**src/rtl/mat_stream_reader.sv**
```systemverilog
// mat_stream_reader: walks an n_rows x n_cols sub-matrix row-major (column-major with MSR_COLMAJOR_EN) into a valid/ready stream.
// First beat 3 cycles after start; m_ready low throttles reads so buffered plus in-flight elements never exceed 2.
module mat_stream_reader #(
    parameter int W  = 16,
    parameter int AW = 10,
    parameter int DW = 8
) (
    input  logic          clk,
    input  logic          rst,
    input  logic          start,
    input  logic [AW-1:0] base_addr,
    input  logic [AW-1:0] row_stride,
    input  logic [DW-1:0] n_rows,
    input  logic [DW-1:0] n_cols,
    output logic          busy,
    output logic          done,
    output logic          mem_rd,
    output logic [AW-1:0] mem_addr,
    input  logic [W-1:0]  mem_rdata,
    output logic [W-1:0]  m_data,
    output logic          m_valid,
    input  logic          m_ready,
    output logic          m_last
);

    typedef enum logic [1:0] {
        S_IDLE,
        S_RUN,
        S_DRAIN,
        S_FIN
    } state_t;

    localparam logic [DW-1:0] CNT_ONE  = {{(DW-1){1'b0}}, 1'b1};
    localparam logic [AW-1:0] ADDR_ONE = {{(AW-1){1'b0}}, 1'b1};

    state_t state, state_nx;

    logic [AW-1:0] stride_q;
    logic [AW-1:0] line_base;
    logic [AW-1:0] addr_q;
    logic [DW-1:0] inner_n, outer_n;
    logic [DW-1:0] inner_cnt, outer_cnt;
    logic [AW-1:0] inner_step, outer_step;

    logic          inflight, inflight_last;
    logic [1:0]    occ, occ_nx;
    logic [W-1:0]  buf0_data, buf1_data;
    logic          buf0_last, buf1_last;

    logic          push, pop;
    logic          inner_end, outer_end, zero_job;
    logic [2:0]    level;

    // The inner loop walks along a row (or down a column); the outer loop steps the line base.
`ifdef MSR_COLMAJOR_EN
    assign inner_step = stride_q;
    assign outer_step = ADDR_ONE;
`else
    assign inner_step = ADDR_ONE;
    assign outer_step = stride_q;
`endif

    assign push      = inflight;
    assign pop       = (occ != 2'd0) && m_ready;
    assign m_valid   = (occ != 2'd0);
    assign m_data    = buf0_data;
    assign m_last    = buf0_last && m_valid;
    assign mem_addr  = addr_q;

    assign inner_end = (inner_cnt == inner_n - CNT_ONE);
    assign outer_end = (outer_cnt == outer_n - CNT_ONE);
    assign zero_job  = (n_rows == '0) || (n_cols == '0);

    // Committed slots after this cycle, counting the read already on its way back.
    assign level  = {1'b0, occ} + {2'b00, inflight} - {2'b00, pop};
    assign occ_nx = occ + {1'b0, push} - {1'b0, pop};

    always_ff @(posedge clk) begin
        if (rst) begin
            state <= S_IDLE;
        end else begin
            state <= state_nx;
        end
    end

    always_comb begin
        state_nx = state;
        mem_rd   = 1'b0;
        busy     = 1'b0;
        done     = 1'b0;
        case (state)
            S_IDLE: begin
                if (start) begin
                    state_nx = zero_job ? S_FIN : S_RUN;
                end
            end
            S_RUN: begin
                busy = 1'b1;
                if (level < 3'd2) begin
                    mem_rd = 1'b1;
                    if (inner_end && outer_end) begin
                        state_nx = S_DRAIN;
                    end
                end
            end
            S_DRAIN: begin
                busy = 1'b1;
                if (occ_nx == 2'd0) begin
                    state_nx = S_FIN;
                end
            end
            S_FIN: begin
                done     = 1'b1;
                state_nx = S_IDLE;
            end
            default: state_nx = S_IDLE;
        endcase
    end

    // Address generation and job parameter capture.
    always_ff @(posedge clk) begin
        if (rst) begin
            stride_q      <= '0;
            line_base     <= '0;
            addr_q        <= '0;
            inner_n       <= '0;
            outer_n       <= '0;
            inner_cnt     <= '0;
            outer_cnt     <= '0;
            inflight      <= 1'b0;
            inflight_last <= 1'b0;
        end else begin
            inflight <= mem_rd;
            if (state == S_IDLE && start) begin
                stride_q  <= row_stride;
                line_base <= base_addr;
                addr_q    <= base_addr;
                inner_cnt <= '0;
                outer_cnt <= '0;
`ifdef MSR_COLMAJOR_EN
                inner_n   <= n_rows;
                outer_n   <= n_cols;
`else
                inner_n   <= n_cols;
                outer_n   <= n_rows;
`endif
            end else if (mem_rd) begin
                inflight_last <= inner_end;
                if (inner_end) begin
                    inner_cnt <= '0;
                    outer_cnt <= outer_cnt + CNT_ONE;
                    line_base <= line_base + outer_step;
                    addr_q    <= line_base + outer_step;
                end else begin
                    inner_cnt <= inner_cnt + CNT_ONE;
                    addr_q    <= addr_q + inner_step;
                end
            end
        end
    end

    // Two-entry buffer: buf0 is the head and only changes on a pop or when filling an empty buffer.
    always_ff @(posedge clk) begin
        if (rst) begin
            occ       <= 2'd0;
            buf0_data <= '0;
            buf0_last <= 1'b0;
            buf1_data <= '0;
            buf1_last <= 1'b0;
        end else begin
            occ <= occ_nx;
            case ({push, pop})
                2'b10: begin
                    if (occ == 2'd0) begin
                        buf0_data <= mem_rdata;
                        buf0_last <= inflight_last;
                    end else begin
                        buf1_data <= mem_rdata;
                        buf1_last <= inflight_last;
                    end
                end
                2'b01: begin
                    buf0_data <= buf1_data;
                    buf0_last <= buf1_last;
                end
                2'b11: begin
                    if (occ == 2'd2) begin
                        buf0_data <= buf1_data;
                        buf0_last <= buf1_last;
                        buf1_data <= mem_rdata;
                        buf1_last <= inflight_last;
                    end else begin
                        buf0_data <= mem_rdata;
                        buf0_last <= inflight_last;
                    end
                end
                default: begin
                end
            endcase
        end
    end

endmodule

```
**config.mk**
```make
export PLATFORM = sky130hd
export DESIGN_NAME = mat_stream_reader
export DESIGN_NICKNAME = d
export VERILOG_FILES = /design/src/rtl/mat_stream_reader.sv
export SDC_FILE = /design/constraint.sdc
export NUM_CORES = 1
export LEC_CHECK = 0
export ABC_AREA = 1
export CORE_UTILIZATION = 50
export DETAILED_ROUTE_END_ITERATION = 8
export PLACE_DENSITY_LB_ADDON = 0.05
export RECOVER_POWER = 50
export SYNTH_ARGS = -nofsm -noshare
export SYNTH_HDL_FRONTEND = slang
export SYNTH_SLANG_ARGS = --single-unit
```
**constraint.sdc**
```tcl
create_clock -name clk -period 3.5 [get_ports clk]
set_input_delay 0.7 -clock clk [delete_from_list [all_inputs] [get_ports clk]]
set_output_delay 0.7 -clock clk [all_outputs]
set_load 0.02 [all_outputs]
```
# Word-level counts from Yosys, hierarchy flattened
# Index checks and enable logic that the tools add are counted.
dict set report totals {
  reg_bits 102
  latchBits 0
  ram_bits 0
  rom_bits 0
  in_bits 56
  output_inout_bits 31
  word_cells 95
  n_memories 0
}
dict set report classes {
  n_addsub 10
  multipliers 0
  div_mod_pow 0
  n_lt_le_gt_ge 1
  eq_ne 16
  shift 0
  mux 29
  bitwise 1
  n_reduce_logical 23
}
# op count
set ops {}
lappend ops {{$mux 16} 4}
lappend ops {{$mux 10} 6}
lappend ops {{$pmux 16 s3} 1}
lappend ops {{$pmux 16 s2} 1}
lappend ops {{$add 8x1->8 const B} 2}
lappend ops {{$eq 8x8->1} 2}
lappend ops {{$logic_not 8->1} 2}
lappend ops {{$sub 8x1->8 const B} 2}
lappend ops {{$ne 2x2->1 const B} 7}
lappend ops {{$add 10x1->10 const B} 1}
lappend ops {{$add 10x10->10} 1}
lappend ops {{$eq 2x2->1 const B} 5}
lappend ops {{$mux 2} 5}
lappend ops {{$mux 1} 8}
lappend ops {{$mux 8} 1}
lappend ops {{$pmux 2 s4} 1}
lappend ops {{$reduce_and 2->1} 4}
lappend ops {{$reduce_bool 2->1} 4}
lappend ops {{$logic_not 2->1} 3}
lappend ops {{$eq 2x1->1 const B} 2}
lappend ops {{$logic_and 1x1->1} 4}
lappend ops {{$reduce_and 4->1} 1}
lappend ops {{$reduce_or 2->1} 2}
lappend ops {{$add 2x1->3} 1}
lappend ops {{10 further kinds} 10}

# Logic depth before layout (Yosys ltp)
dict set report depth {
  depth_word 8
  ltp_mapped 21
  mapped_depth_nobuf 21
}

# Worst setup path after synthesis
# No wires, ideal clock.
dict set report synth_timing {
  path_type {input to output}
  from {input port m_ready}
  to {output port mem_rd}
  arrival_ns 2.328
  required_time_ns 2.800
  slack_ns 0.472
  stages 11
  n_path_buf 0
  path_cell_list {nand2_1 -> inv_1 -> ha_1 -> inv_1 -> ha_1 -> inv_1 -> fa_1 -> nand2_1 -> nor2_1 -> nand2_1 -> inv_1}
}
dict set report synth_between {
  elab_chain_len 5
}
# element line
set synth_rtl {}
lappend synth_rtl {{from (decl)} 22} ;# input logic m_ready,
lappend synth_rtl {{$logic_and 1x1->1} 64} ;# assign pop = (occ != 2'd0) && m_ready;
lappend synth_rtl {{$sub 3x1->3} 75} ;# assign level = {1'b0, occ} + {2'b00, inflight} - {2'b00, pop};
lappend synth_rtl {{$lt 3x2->1} 99} ;# if (level < 3'd2) begin
lappend synth_rtl {{$mux 1} 99}
lappend synth_rtl {{$mux 1} 91} ;# case (state)
lappend synth_rtl {{to (decl)} 17} ;# output logic mem_rd,
# Every way passes these cells.

# Final worst setup path
dict set report layout_timing {
  from {register occ[1]}
  to {output port mem_rd}
}
dict set report layout_between {
  elab_chain_len 6
  word_cells_on_any_way 7
  cone_classes {add/sub (2); order compare (1); mux (2); reduce/logical (2)}
}
# element line
set layout_rtl {}
lappend layout_rtl {{from (decl)} 46} ;# logic [1:0] occ, occ_nx;
lappend layout_rtl {{from (signal assigned)} 171} ;# occ <= occ_nx;
lappend layout_rtl {{parallel branches: the longest is 2 deep, another holds $add 2x1->3} n/a}
lappend layout_rtl {{$sub 3x1->3 *} 75}
lappend layout_rtl {{$lt 3x2->1 *} 99}
lappend layout_rtl {{$mux 1 *} 99}
lappend layout_rtl {{$mux 1 *} 91}
# Mark *: on every way between the ends.

==> metrics.md <==
| Metric | Value |
|---|---|
| Status | `finished, violations left` |
| Failing checks | `max-capacitance violations, max-slew violations` |
| Num CTS Buffers | `9` |
| Max FO, Critical Path | `3` |
| Site Rows | `37` |
| # IOs | `between 80 and 90` |
| Final setup fails | `0` |
| H-tree lvl count | `3` |
| Hpwl dp | `about 9600 um` |
| Setup CP Type | `reg2out` |
| Via count | `about 5,200` |
| Root buf cell | `clkbuf_8` |
| Critical Path RT | `between 2000 and 3000 ps` |
| CTS tree | `done` |
| Final hold violations | `0` |
| Core footprint | `~10,000 um^2` |
| Initial DRC count | `about 360` |
| Place WS | `-538 ps` |
| Routed length per instance | `approximately 13 um` |
| Placed insts | `969` |
| Die extent in y | `106 um` |
| Cell Pwr Density | `733 nW/um^2` |
| Fraction of layout cells with a size suffix above 1 | `under 10%` |
| Port-buffer cells | `86` |
| Unique cell type count in the Yosys netlist | `33` |
| Synth Area per Inst | `just over 7 um^2` |
| Die area | `between 10,000 and 15,000 um^2` |
| Seq cells post-synth | `102` |
| LEAKAGE | `2.91 nW` |
| Final net count | `around 900` |
| Starting Density | `52.1%` |
| Count of non-filler cells in the finished layout | `just under 1,000` |
| Worst Tran Pin Value | `between 1500 and 2000 ps` |
| GP Congestion | `0.899` |
| Async set-or-reset flop fraction in the synthesized netlist | `0%` |
| Final Power | `about 4.9 mW` |
| Number of global-route vias before repair | `4,889` |
| Layout Utilization | `between 60% and 70%` |
| Period utilization | `between 90 and 100%` |
| Clk_skew | `around 9 ps` |
| Top FF cell, synth | `dfxtp_1` |
| Synth Net Count | `approximately 840` |
| Clock latency on the worst-skew pair | `about 380 ps` |
| Largest net degree at the start of global routing | `53` |
| Hold_buf cts | `0` |
| Worst reg2reg path depth | `18` |
| Post-synthesis sequential area ratio | `37.6%` |
| Crit path arrival time | `between 2000 and 3000 ps` |
| First-pass GRT wire length | `between 20,000 and 25,000 um` |
| Crit start category | `flop` |
| Clock Tree Buf Depth | `2` |
| Flop2flop setup slack | `~390 ps` |
| Total grt overflow | `0` |
| Area grow syn2layout | `22.0%` |
| CTS Sinks | `slightly above 100` |
| Worst min-delay path category | `reg2reg` |
| Vias per cell | `roughly 5.3` |
| Hold Path Stages | `2` |
| Antenna violations before repair | `0` |
| Post-synth EDFFs | `0` |
| Gate Count Post-Synth | `between 700 and 800` |
| Number of diodes | `0` |
| Final WS setup | `around 180 ps` |
| Post-Synthesis Cell Area | `between 5000 and 6000 um^2` |
| Max Fclk | `about 300 MHz` |
| Number of routed nets with antenna violations | `0` |
| Global Route Usage Sum | `24.3%` |
| Max Cap Viol | `1` |
| Rel. slew slack | `-33.1%` |
| Unrepaired setup endpoints after global routing | `false` |
| Drt total wl | `between 10,000 and 15,000 um` |
| 1st-pass router iterations | `5` |
| Hold_ws | `between 400 and 500 ps` |
| Synth warn | `0` |
| Die W | `approximately 110 um` |
| DRC viols | `0` |
| Worst-path clk slew | `around 90 ps` |
| CP endpoint kind | `output pin` |
| Max Slew Vio Count | `35` |
| Worst vdd ir | `approximately 0.44 mV` |
| Minimum clock period | `~3300 ps` |
## layer usage
layer	share of wire, %	vias to the layer above	global-route usage, %
li1	-	2668	-
met1	47	2402	30.5
met2	48	100	41.5
met3	4.5	11	5.64
met4	1.3	0	6.94
met5	0	-	0
## cell usage after synthesis (17+ instances only)
master      n  share of area (%)
dfxtp_1   102                 38
a21oi_1    66                6.1
clkbuf_1   25                1.7
xor2_1     17                2.7
mux2i_1    18                3.3
inv_1      58                4.0
nand3_1    46                4.2
ha_1       21                4.8
xnor2_1    17                2.7
nor2_1    115                7.9
nand2_1   129                8.9
o21ai_0    97                8.9
## cell families after synthesis
| logic type | share of synthesized area [%] |
|---|---|
| xor+xnor | 5.48 |
| simple gates | 25.3 |
| fa+ha+maj | 5.57 |
| mux | 3.32 |
| buf+inv | 7.00 |
| flops | 37.6 |
| compound gates | 15.7 |
## through the flow
| stage | TNS [ps] | area (um^2) |
|---|---|---|
| after floorplan | 0 | 5430 |
| after global placement | -576 | 6450 |
| after detailed placement | -1160 | 6450 |
| after CTS | 0 | 6640 |
| after global routing | 0 | 6630 |
| final | 0 | 6630 |
## layout make-up
type / count / area, um^2
clock buffer: 10 / 128
clock inverter: 6 / 47.5
fill: 967 / 3790
inverter: 64 / 245
multi-input combinational: 567 / 3020
sequential: 102 / 2040
tap: 136 / 170
timing repair buffer: 101 / 971
## sequential cells by signal (all words and copies together) (netlist names)
name and flops:
buf1_data 16, m_data 16, line_base 10, mem_addr 10
outer_step 10, inner_cnt 8, inner_n 8, outer_cnt 8
outer_n 8, occ 2, state 2, buf0_last 1
buf1_last 1, inflight 1, inflight_last 1
## path summary, 6_finish.rpt
path / to / from
worst max-delay path: mem_rd / occ[1]$_SDFF_PP0_
worst min-delay path: line_base[8]$_SDFFE_PP0P_ / line_base[8]$_SDFFE_PP0P_
worst max register to register: inner_cnt[7]$_SDFFE_PP0P_ / occ[1]$_SDFF_PP0_
worst min register to register: line_base[8]$_SDFFE_PP0P_ / line_base[8]$_SDFFE_PP0P_
## critical path: stages, from the launching register on
cell and delay [ps]:
dfxtp_1 360, nor2_2 170, inv_1 90, nand2_2 80, inv_2 40, ha_1 270, inv_1 50, ha_1 140
inv_1 50, fa_1 530, nand2_1 80, nor2_2 120, nand2_2 90, inv_2 70, buf_6 110
## cells in the final DEF (no fill, tap or decap), types with 18 or more instances in the layout
| cell | Yosys | routed |
|---|---|---|
| nand2_1 | 129 | 127 |
| nor2_1 | 115 | 113 |
| dfxtp_1 | 102 | 102 |
| o21ai_0 | 97 | 96 |
| clkdlybuf4s50_1 | 0 | 67 |
| a21oi_1 | 66 | 66 |
| inv_1 | 58 | 56 |
| nand3_1 | 46 | 46 |
| ha_1 | 21 | 21 |
| mux2i_1 | 18 | 18 |
## where the power goes
group	internal [mW]	switching, mW
sequential	1.46	0.242
combinational	1.03	1.44
clock	0.264	0.427
## timing repair
item	CTS	global route
setup endpoints to repair	1	1
pin swaps	1	3
setup buffers	1	0
gates resized for setup	10	3
gates cloned	0	0
No activity file was read; power rests on OpenSTA's default activity.
